### src/rtl/t2t_pkg.sv
// Shared constants and types for the tick-to-trade datapath.
// Latency: n/a (definitions only).
// Backpressure: n/a (definitions only).
package t2t_pkg;

  // Default Avalon-ST beat geometry between the feed decoder and the book stage.
  localparam int AVST_DATA_W  = 64;
  localparam int AVST_EMPTY_W = 3;

  // Input-side framing FSM of the store-and-forward packet FIFO.
  typedef enum logic [1:0] {
    ST_IDLE    = 2'd0,
    ST_IN_PKT  = 2'd1,
    ST_DISCARD = 2'd2
  } t_avst_fifo_state;

  // Stored beat width: {sop, eop, error, empty, data}.
  function automatic int avst_beat_w(input int data_w, input int empty_w);
    return data_w + empty_w + 3;
  endfunction

endpackage

### src/rtl/avalon_st_fifo_mem.sv
// Beat storage for avalon_st_fifo: register array, synchronous write, asynchronous read.
// Latency: a write on edge N is readable right after edge N; reads are combinational.
// Backpressure: none; the owner decides when writes are legal.
//
// Ports:
//   clk      - storage clock
//   wr_en    - write strobe, wr_dat stored at wr_addr on the rising edge
//   wr_addr  - write index
//   wr_dat   - beat to store
//   rd_addr  - read index (head of queue)
//   rd_dat   - beat at rd_addr, show-ahead
module avalon_st_fifo_mem #(
  parameter int WIDTH = 70,
  parameter int DEPTH = 16
) (
  input  logic                     clk,
  input  logic                     wr_en,
  input  logic [$clog2(DEPTH)-1:0] wr_addr,
  input  logic [WIDTH-1:0]         wr_dat,
  input  logic [$clog2(DEPTH)-1:0] rd_addr,
  output logic [WIDTH-1:0]         rd_dat
);

  // No reset on the array: validity is tracked entirely by the pointers.
  logic [WIDTH-1:0] mem [DEPTH];

  always_ff @(posedge clk) begin
    if (wr_en) begin
      mem[wr_addr] <= wr_dat;
    end
  end

  assign rd_dat = mem[rd_addr];

endmodule

### src/rtl/avalon_st_fifo.sv
// Avalon-ST packet FIFO, cut-through or store-and-forward (drops errored/oversize/malformed packets).
// Latency: 1 cycle write-to-visible; in store-and-forward a packet becomes visible the cycle after its eop.
// Backpressure: in_ready = !full from registered pointers only; a pop frees space the following cycle.
//
// Ports:
//   clk, reset               - single clock, asynchronous active-high reset
//   in_valid/in_ready        - sink handshake (ready latency 0)
//   in_data/in_empty         - sink payload
//   in_startofpacket, in_endofpacket, in_error - sink framing/status
//   out_valid/out_ready      - source handshake (ready latency 0), head shown ahead
//   out_data/out_empty       - source payload
//   out_startofpacket, out_endofpacket, out_error - source framing/status
//   level                    - committed beats available to the source
//   pkt_count                - complete packets held (store-and-forward only, else 0)
//   drop_cnt                 - dropped packets plus orphan beats, saturating
module avalon_st_fifo
  import t2t_pkg::*;
#(
  parameter int DATA_WIDTH    = AVST_DATA_W,
  parameter int EMPTY_WIDTH   = AVST_EMPTY_W,
  parameter int DEPTH         = 16,
  parameter int STORE_FWD     = 0,
  parameter int DROP_ON_ERROR = 1
) (
  input  logic                     clk,
  input  logic                     reset,
  input  logic                     in_valid,
  input  logic                     in_startofpacket,
  input  logic                     in_endofpacket,
  input  logic                     in_error,
  input  logic [DATA_WIDTH-1:0]    in_data,
  input  logic [EMPTY_WIDTH-1:0]   in_empty,
  output logic                     in_ready,
  output logic                     out_valid,
  output logic                     out_startofpacket,
  output logic                     out_endofpacket,
  output logic                     out_error,
  output logic [DATA_WIDTH-1:0]    out_data,
  output logic [EMPTY_WIDTH-1:0]   out_empty,
  input  logic                     out_ready,
  output logic [$clog2(DEPTH):0]   level,
  output logic [$clog2(DEPTH):0]   pkt_count,
  output logic [15:0]              drop_cnt
);

  localparam int          AW      = $clog2(DEPTH);
  localparam int          BW      = avst_beat_w(DATA_WIDTH, EMPTY_WIDTH);
  localparam logic [AW:0] PTR_ONE = {{AW{1'b0}}, 1'b1};

  // Pointers carry one wrap bit above the index.
  // wr_ptr     : next free slot, may run ahead of commit_ptr inside a packet
  // commit_ptr : end of the beats the source may see
  // rd_ptr     : head of queue
  logic [AW:0]      wr_ptr, commit_ptr, rd_ptr;
  logic [AW:0]      wr_ptr_nxt, commit_ptr_nxt;
  logic [AW:0]      seg_start;
  t_avst_fifo_state state, state_nxt;

  logic             full;
  logic             accept;
  logic             pop;
  logic             wr_en;
  logic             commit;
  logic             pkt_dec;
  logic [1:0]       drop_inc;
  logic [16:0]      drop_sum;
  logic [BW-1:0]    wr_beat;
  logic [BW-1:0]    rd_beat;
  logic [AW:0]      pkt_cnt_q;
  logic [15:0]      drop_q;

  // ---------------------------------------------------------------------------
  // Flags and handshakes (registered state only, no input-to-output paths)
  // ---------------------------------------------------------------------------
  assign full = (wr_ptr[AW] != rd_ptr[AW]) && (wr_ptr[AW-1:0] == rd_ptr[AW-1:0]);

  // DISCARD swallows beats without storing them, so it never needs to stall.
  assign in_ready  = ((STORE_FWD != 0) && (state == ST_DISCARD)) || !full;
  assign accept    = in_valid && in_ready;

  // In cut-through commit_ptr simply follows wr_ptr, so one compare serves both modes.
  assign out_valid = (rd_ptr != commit_ptr);
  assign pop       = out_valid && out_ready;
  assign level     = commit_ptr - rd_ptr;

  assign pkt_count = pkt_cnt_q;
  assign drop_cnt  = drop_q;

  // A sop arriving mid-packet restarts the packet on top of the abandoned
  // partial, so its beat lands at commit_ptr instead of wr_ptr.
  assign seg_start = ((state == ST_IN_PKT) && in_startofpacket) ? commit_ptr : wr_ptr;

  assign wr_beat = {in_startofpacket, in_endofpacket, in_error, in_empty, in_data};
  assign {out_startofpacket, out_endofpacket, out_error, out_empty, out_data} = rd_beat;

  assign pkt_dec = pop && out_endofpacket;

  // ---------------------------------------------------------------------------
  // Next-state: pointers, framing FSM, drop events
  // ---------------------------------------------------------------------------
  always_comb begin
    wr_ptr_nxt     = wr_ptr;
    commit_ptr_nxt = commit_ptr;
    state_nxt      = state;
    wr_en          = 1'b0;
    commit         = 1'b0;
    drop_inc       = 2'd0;

    if (STORE_FWD == 0) begin
      if (accept) begin
        wr_en          = 1'b1;
        wr_ptr_nxt     = wr_ptr + PTR_ONE;
        commit_ptr_nxt = wr_ptr + PTR_ONE;
      end
    end else begin
      case (state)
        ST_IDLE, ST_IN_PKT: begin
          if (accept) begin
            if ((state == ST_IDLE) && !in_startofpacket) begin
              // Orphan beat outside any packet.
              drop_inc = 2'd1;
            end else begin
              if ((state == ST_IN_PKT) && in_startofpacket) begin
                drop_inc = 2'd1;  // abandoned partial packet
              end
              wr_en = 1'b1;
              if (in_endofpacket) begin
                state_nxt = ST_IDLE;
                if ((DROP_ON_ERROR != 0) && in_error) begin
                  wr_ptr_nxt = commit_ptr;
                  drop_inc   = drop_inc + 2'd1;
                end else begin
                  wr_ptr_nxt     = seg_start + PTR_ONE;
                  commit_ptr_nxt = seg_start + PTR_ONE;
                  commit         = 1'b1;
                end
              end else begin
                wr_ptr_nxt = seg_start + PTR_ONE;
                state_nxt  = ST_IN_PKT;
              end
            end
          end else if ((state == ST_IN_PKT) && full && (pkt_cnt_q == '0)) begin
            // The partial packet alone fills the buffer and nothing can drain
            // to make room: it can never complete, so throw it away.
            wr_ptr_nxt = commit_ptr;
            drop_inc   = 2'd1;
            state_nxt  = ST_DISCARD;
          end
        end
        ST_DISCARD: begin
          if (accept && in_endofpacket) begin
            state_nxt = ST_IDLE;
          end
        end
        default: begin
          state_nxt = ST_IDLE;
        end
      endcase
    end
  end

  assign drop_sum = {1'b0, drop_q} + {15'd0, drop_inc};

  // ---------------------------------------------------------------------------
  // State registers
  // ---------------------------------------------------------------------------
  always_ff @(posedge clk or posedge reset) begin
    if (reset) begin
      wr_ptr     <= '0;
      commit_ptr <= '0;
      rd_ptr     <= '0;
      state      <= ST_IDLE;
      pkt_cnt_q  <= '0;
      drop_q     <= '0;
    end else begin
      wr_ptr     <= wr_ptr_nxt;
      commit_ptr <= commit_ptr_nxt;
      state      <= state_nxt;
      if (pop) begin
        rd_ptr <= rd_ptr + PTR_ONE;
      end
      if (STORE_FWD != 0) begin
        // Commit and eop pop in the same cycle cancel out.
        case ({commit, pkt_dec})
          2'b10:   pkt_cnt_q <= pkt_cnt_q + PTR_ONE;
          2'b01:   pkt_cnt_q <= pkt_cnt_q - PTR_ONE;
          default: pkt_cnt_q <= pkt_cnt_q;
        endcase
      end
      drop_q <= drop_sum[16] ? 16'hFFFF : drop_sum[15:0];
    end
  end

  // ---------------------------------------------------------------------------
  // Storage
  // ---------------------------------------------------------------------------
  avalon_st_fifo_mem #(
    .WIDTH (BW),
    .DEPTH (DEPTH)
  ) u_mem (
    .clk     (clk),
    .wr_en   (wr_en),
    .wr_addr (seg_start[AW-1:0]),
    .wr_dat  (wr_beat),
    .rd_addr (rd_ptr[AW-1:0]),
    .rd_dat  (rd_beat)
  );

endmodule

### config.mk
export PLATFORM = sky130hd
export DESIGN_NAME = avalon_st_fifo
export DESIGN_NICKNAME = d
export VERILOG_FILES = /design/src/rtl/t2t_pkg.sv /design/src/rtl/avalon_st_fifo_mem.sv /design/src/rtl/avalon_st_fifo.sv
export SDC_FILE = /design/constraint.sdc
export NUM_CORES = 1
export LEC_CHECK = 0
export BUFFER_PORTS_ARGS = -buffer_cell sky130_fd_sc_hd__buf_2
export CAP_MARGIN = 20
export CORE_MARGIN = 4
export CORE_UTILIZATION = 58
export CTS_CLUSTER_SIZE = 40
export DETAILED_ROUTE_END_ITERATION = 6
export MAX_ROUTING_LAYER = met4
export PLACE_DENSITY_LB_ADDON = 0.3
export SKIP_LAST_GASP = 1
export SYNTH_ARGS = -nofsm -noshare
export SYNTH_HDL_FRONTEND = slang
export SYNTH_SLANG_ARGS = --single-unit
### constraint.sdc
create_clock -name clk -period 17.5 [get_ports clk]
set_input_delay 3.5 -clock clk [delete_from_list [all_inputs] [get_ports clk]]
set_output_delay 3.5 -clock clk [all_outputs]
set_load 0.005 [all_outputs]
# Yosys cells after proc, flatten, opt, wreduce, memory -nomap -nowiden
# Memories as Yosys holds them, arrays and structs flattened.
# Cells that the tools add are included.
# totals
out_inout_bits	98
ramBits	1120
mem_count	1
register_bits	10
# classes
mux	3
add_sub_neg	3
reduce_logical	4
eq_ne	3
# memory_table
memory	words	word_bits	rd	rd_ports_with_merged_regs	wr	line_no	source
u_mem.mem	16	70	1	0	1	avalon_st_fifo_mem.sv:25	logic [WIDTH-1:0] mem [DEPTH];
# op_table
operator	n
adder 5 x 1 -> 5 bit (second input constant)	2
!= test 5 bit	1
subtractor 5 bit	1
== test 4 bit	1
logical AND 1 bit	3
two-way mux 1 bit	3
zero test 1 bit	1
!= test 1 bit	1

# Logic depth before layout (Yosys ltp)
# depth
word_depth	7
depth_mapped	9

# Cells and area by module
# A second synthesis with hierarchy kept.
# unflattened
hier_cells	1813
hier_area_um2	42714.7
# by_module_without_submodules
mod	instances	area_each_um2	cells_each
avalon_st_fifo_mem	1	41922.7	1730
avalon_st_fifo	1	792.0	83

# Worst setup path before layout
# Ideal clock, no wire load.
# synth_path
path_type	in2reg
startpoint	input port in_valid
endpoint	memory u_mem.mem[3][0], enable pin
t_arrival_ns	8.727
setup_time_ns	0.584
setup_slack_ns	8.189
cell_stages	3
required_time_ns	16.916
path_buffers	0
path_cell_list	a21boi_2 > nand2_1 > nor3_1
# synth_via
elab_chain_cells	4
# synth_lines
element	line_no	source
start: declaration	avalon_st_fifo.sv:27	input logic in_valid,
logical AND 1 bit	avalon_st_fifo.sv:79	assign accept = in_valid && in_ready;
two-way mux 1 bit	avalon_st_fifo.sv:110	if (accept) begin
two-way mux 1 bit	avalon_st_fifo_mem.sv:28	if (wr_en) begin
two-way mux 1 bit (not written as such)	avalon_st_fifo_mem.sv:29	mem[wr_addr] <= wr_dat;
end: declaration	avalon_st_fifo_mem.sv:25	
# No other way between the ends.

# Worst setup path after layout
# layout_path
startpoint	register rd_ptr[1]
endpoint	output port out_data[27]
# layout_via
elab_chain_cells	1
# layout_lines
element	line_no	source
start: declaration	avalon_st_fifo.sv:54	logic [AW:0] wr_ptr, commit_ptr, rd_ptr;
start signal: assignment	avalon_st_fifo.sv:180	rd_ptr <= rd_ptr + PTR_ONE;
memory read (16 x 70 bit)	--	
end: declaration	avalon_st_fifo.sv:38	output logic [DATA_WIDTH-1:0] out_data,
# No other way between the ends.

==> flow_summary.json <==
{
  "drive_gt1_frac": 0.242,
  "die_area_sq_um": 79700,
  "route.detailed.drc": 0,
  "io-pin-count": 172,
  "grt-ovfl-total": 0,
  "grt_pass1_wl_microns": 144000,
  "powerDensity_nw_per_um2": 164,
  "clock_latency_ns": 0.66,
  "wire_per_inst_microns": 30.7,
  "period_needed_ns": 8.31,
  "synth-edff-count": 1120,
  "dp_hpwl_microns": 48200,
  "via_count": 20956,
  "drtPass1Iterations": 5,
  "first_iter_violations": 2810,
  "setup_viol": 0,
  "holdCritPathClass": "reg -> reg",
  "async_flop_share": 0.00885,
  "start_util": 0.586,
  "design.core.area_sq_um": 74600,
  "relSlewSlack": 0.266,
  "critical_path.max_stage_delay_ns": 1.10,
  "status": "complete, no violations",
  "h-tree-depth": 3,
  "drv_cap": 0,
  "drv_slew": 0,
  "gp_congestion": 0.741,
  "grt_usage": 0.259,
  "wl_met3_microns": 6910,
  "ys.flop_type": "edfxtp_1",
  "clock_path_buffers": 3,
  "postRouteAntennaNets": 0,
  "wl_met1_microns": 39300,
  "slowest_stage": "dfrtp_4",
  "end_kind": "output port",
  "fin_crit_sh": 0.475,
  "p_leak_nw": 16.0,
  "post_cts_resized": 0,
  "crit_type": "reg -> out",
  "num-nets-final": 2241,
  "syn_avg_cell_area_sq_um": 22.2,
  "area_growth_pct": 11.9,
  "cts_buffers": 107,
  "cts_setup_buffers": 0,
  "fin_skew_ns": 0.0247,
  "die_y_microns": 282,
  "ys_seq_area_frac": 0.776,
  "required_ns": 14.00,
  "topRoutingLayerUsed": "met4",
  "via_per_inst": 6.49,
  "crit_fanout": 68,
  "fin_tns_setup_ns": 0,
  "synth_area_sq_um": 43700,
  "synth_cell_type_count": 36,
  "tightestPinTransition_ns": 1.10,
  "routed_wl_microns": 99200,
  "antenna_found_initial": 18,
  "yosys_warnings": 5,
  "rows": 100,
  "arrival_ns": 4.81,
  "cts_tree": "yes",
  "synthCells": 1967,
  "synth_seq_cells": 1130,
  "placedInstanceArea_sq_um": 45300,
  "hold_buffers": 0,
  "grt_max_degree": 69,
  "portBuffers": 150,
  "hold_viol": 0,
  "grt_pass1_vias": 21691,
  "cp_cell_sequence": "buf_4, buf_4, mux2i_1, a22oi_1, mux2i_1, o21ai_1, buf_2",
  "cts.sinks": 1130,
  "ir_drop_mv": 0.113,
  "rsz0062_at_grt": "false",
  "die_w_microns": 282,
  "dr_wl_met2_microns": 50000,
  "root_buffer": "clkbuf_16",
  "cp-start-kind": "flip-flop",
  "clkTransAtPathRegs_ns": 0.06,
  "stdcell_area_sq_um": 48900,
  "clock.fmax_mhz": 120
}
==> placed cells by master (no fill, tap or decap), types with 10 or more instances in the layout <==
cell type / instances
xnor2_1: 10
buf_2: 150
mux2i_1: 210
clkinv_2: 24
clkinv_1: 24
a32oi_1: 70
clkbuf_16: 108
clkbuf_1: 23
a22oi_1: 70
nand2_1: 10
conb_1: 21
mux4_1: 36
buf_4: 40
mux4_2: 174
o21ai_1: 70
nor2_4: 12
diode_2: 15
edfxtp_1: 1120
bufinv_16: 13
==> synth_stat cells, types with 3 or more instances <==
| cell type | n | share of area |
|---|---|---|
| a22oi_1 | 70 | 0.012 |
| a32oi_1 | 70 | 0.014 |
| buf_2 | 27 | 0.0031 |
| buf_4 | 29 | 0.0050 |
| buf_6 | 15 | 0.0039 |
| buf_8 | 5 | 0.0017 |
| clkbuf_1 | 51 | 0.0044 |
| dfrtp_1 | 10 | 0.0057 |
| edfxtp_1 | 1120 | 0.77 |
| ha_1 | 9 | 0.0026 |
| inv_1 | 8 | 0.00069 |
| mux2i_1 | 210 | 0.048 |
| mux4_1 | 36 | 0.022 |
| mux4_2 | 174 | 0.090 |
| nand2_1 | 10 | 0.00086 |
| nand4_1 | 3 | 0.00043 |
| nor2_1 | 12 | 0.0010 |
| nor3_1 | 4 | 0.00046 |
| o21ai_1 | 70 | 0.0080 |
| xnor2_1 | 10 | 0.0020 |
| xor2_1 | 3 | 0.00060 |
==> layout make-up <==
cell class                 instances  area [sq um]
multi-input combinational        717          9110
antenna                           15          37.5
inverter                           9          40.0
clock inverter                    68           672
sequential                      1130         33900
clock buffer                     131          2790
tap                              969          1210
timing repair buffer             192          1100
fill                            4678         25700
==> per-stage QoR <==
step	setup slack (ns)	hold slack [ns]	std cells	utilization	power (mW)
finish	9.19	0.542	3231	0.655	8.02
global route	8.96	0.560	3230	0.655	8.36
CTS	9.04	0.543	3214	0.654	8.07
detailed placement	9.73	0.530	3015	0.608	5.80
global placement	9.76	0.521	3015	0.608	5.76
floorplan	8.19	0.501	1987	-	5.01
==> worst max-delay path: cells and delay by family, from the launching register on <==
kind / cells / cell delay (ns)
buffers and inverters: 3 / 2.07
flip-flops: 1 / 1.10
AO/OA/AOI/OAI: 2 / 0.58
multiplexers: 2 / 0.34
==> flip-flops by register name, summed over array words and instances (netlist names) <==
register   flops
wr_ptr         5
rd_ptr         5
u_mem.mem   1120
==> cells by family after synthesis <==
logic type / after synthesis / share of synthesized area
flops: 1130 / 0.776
mux: 420 / 0.160
compound gates: 218 / 0.0353
buf+inv: 140 / 0.0199
simple gates: 35 / 0.00367
xor+xnor: 13 / 0.00261
fa+ha+maj: 10 / 0.00304
other cells: 1 / 0.0000859
==> report_power, final <==
group,leakage [nW],internal (mW),switching (mW)
combinational,4.03,0.974,1.35
clock,1.70,1.32,0.963
sequential,10.2,3.26,0.151
total,16.0,5.56,2.46
==> final timing paths <==
path                                            start                          to  slack (ns)  depth (start not counted)
worst max register to register  rd_ptr[2]$_DFFE_PP0P_  u_mem.mem[9][27]$_DFFE_PP_       11.67                          9
min in group asynchronous                       reset       wr_ptr[3]$_DFFE_PP0P_        2.84                          2
worst min register to register  wr_ptr[4]$_DFFE_PP0P_       wr_ptr[4]$_DFFE_PP0P_        0.54                          1
worst max-delay path            rd_ptr[1]$_DFFE_PP0P_                out_data[27]        9.19                          7
max in group asynchronous                       reset       rd_ptr[3]$_DFFE_PP0P_       14.33                          2
worst min-delay path            wr_ptr[4]$_DFFE_PP0P_       wr_ptr[4]$_DFFE_PP0P_        0.54                          1
==> layer usage <==
| metal | vias up | track usage |
|---|---|---|
| li1 | 8761 | - |
| met1 | 11105 | 0.348 |
| met2 | 927 | 0.414 |
| met3 | 163 | 0.0390 |
| met4 | 0 | 0.0900 |
| met5 | - | - |
No activity file was read; power rests on OpenSTA's default activity.
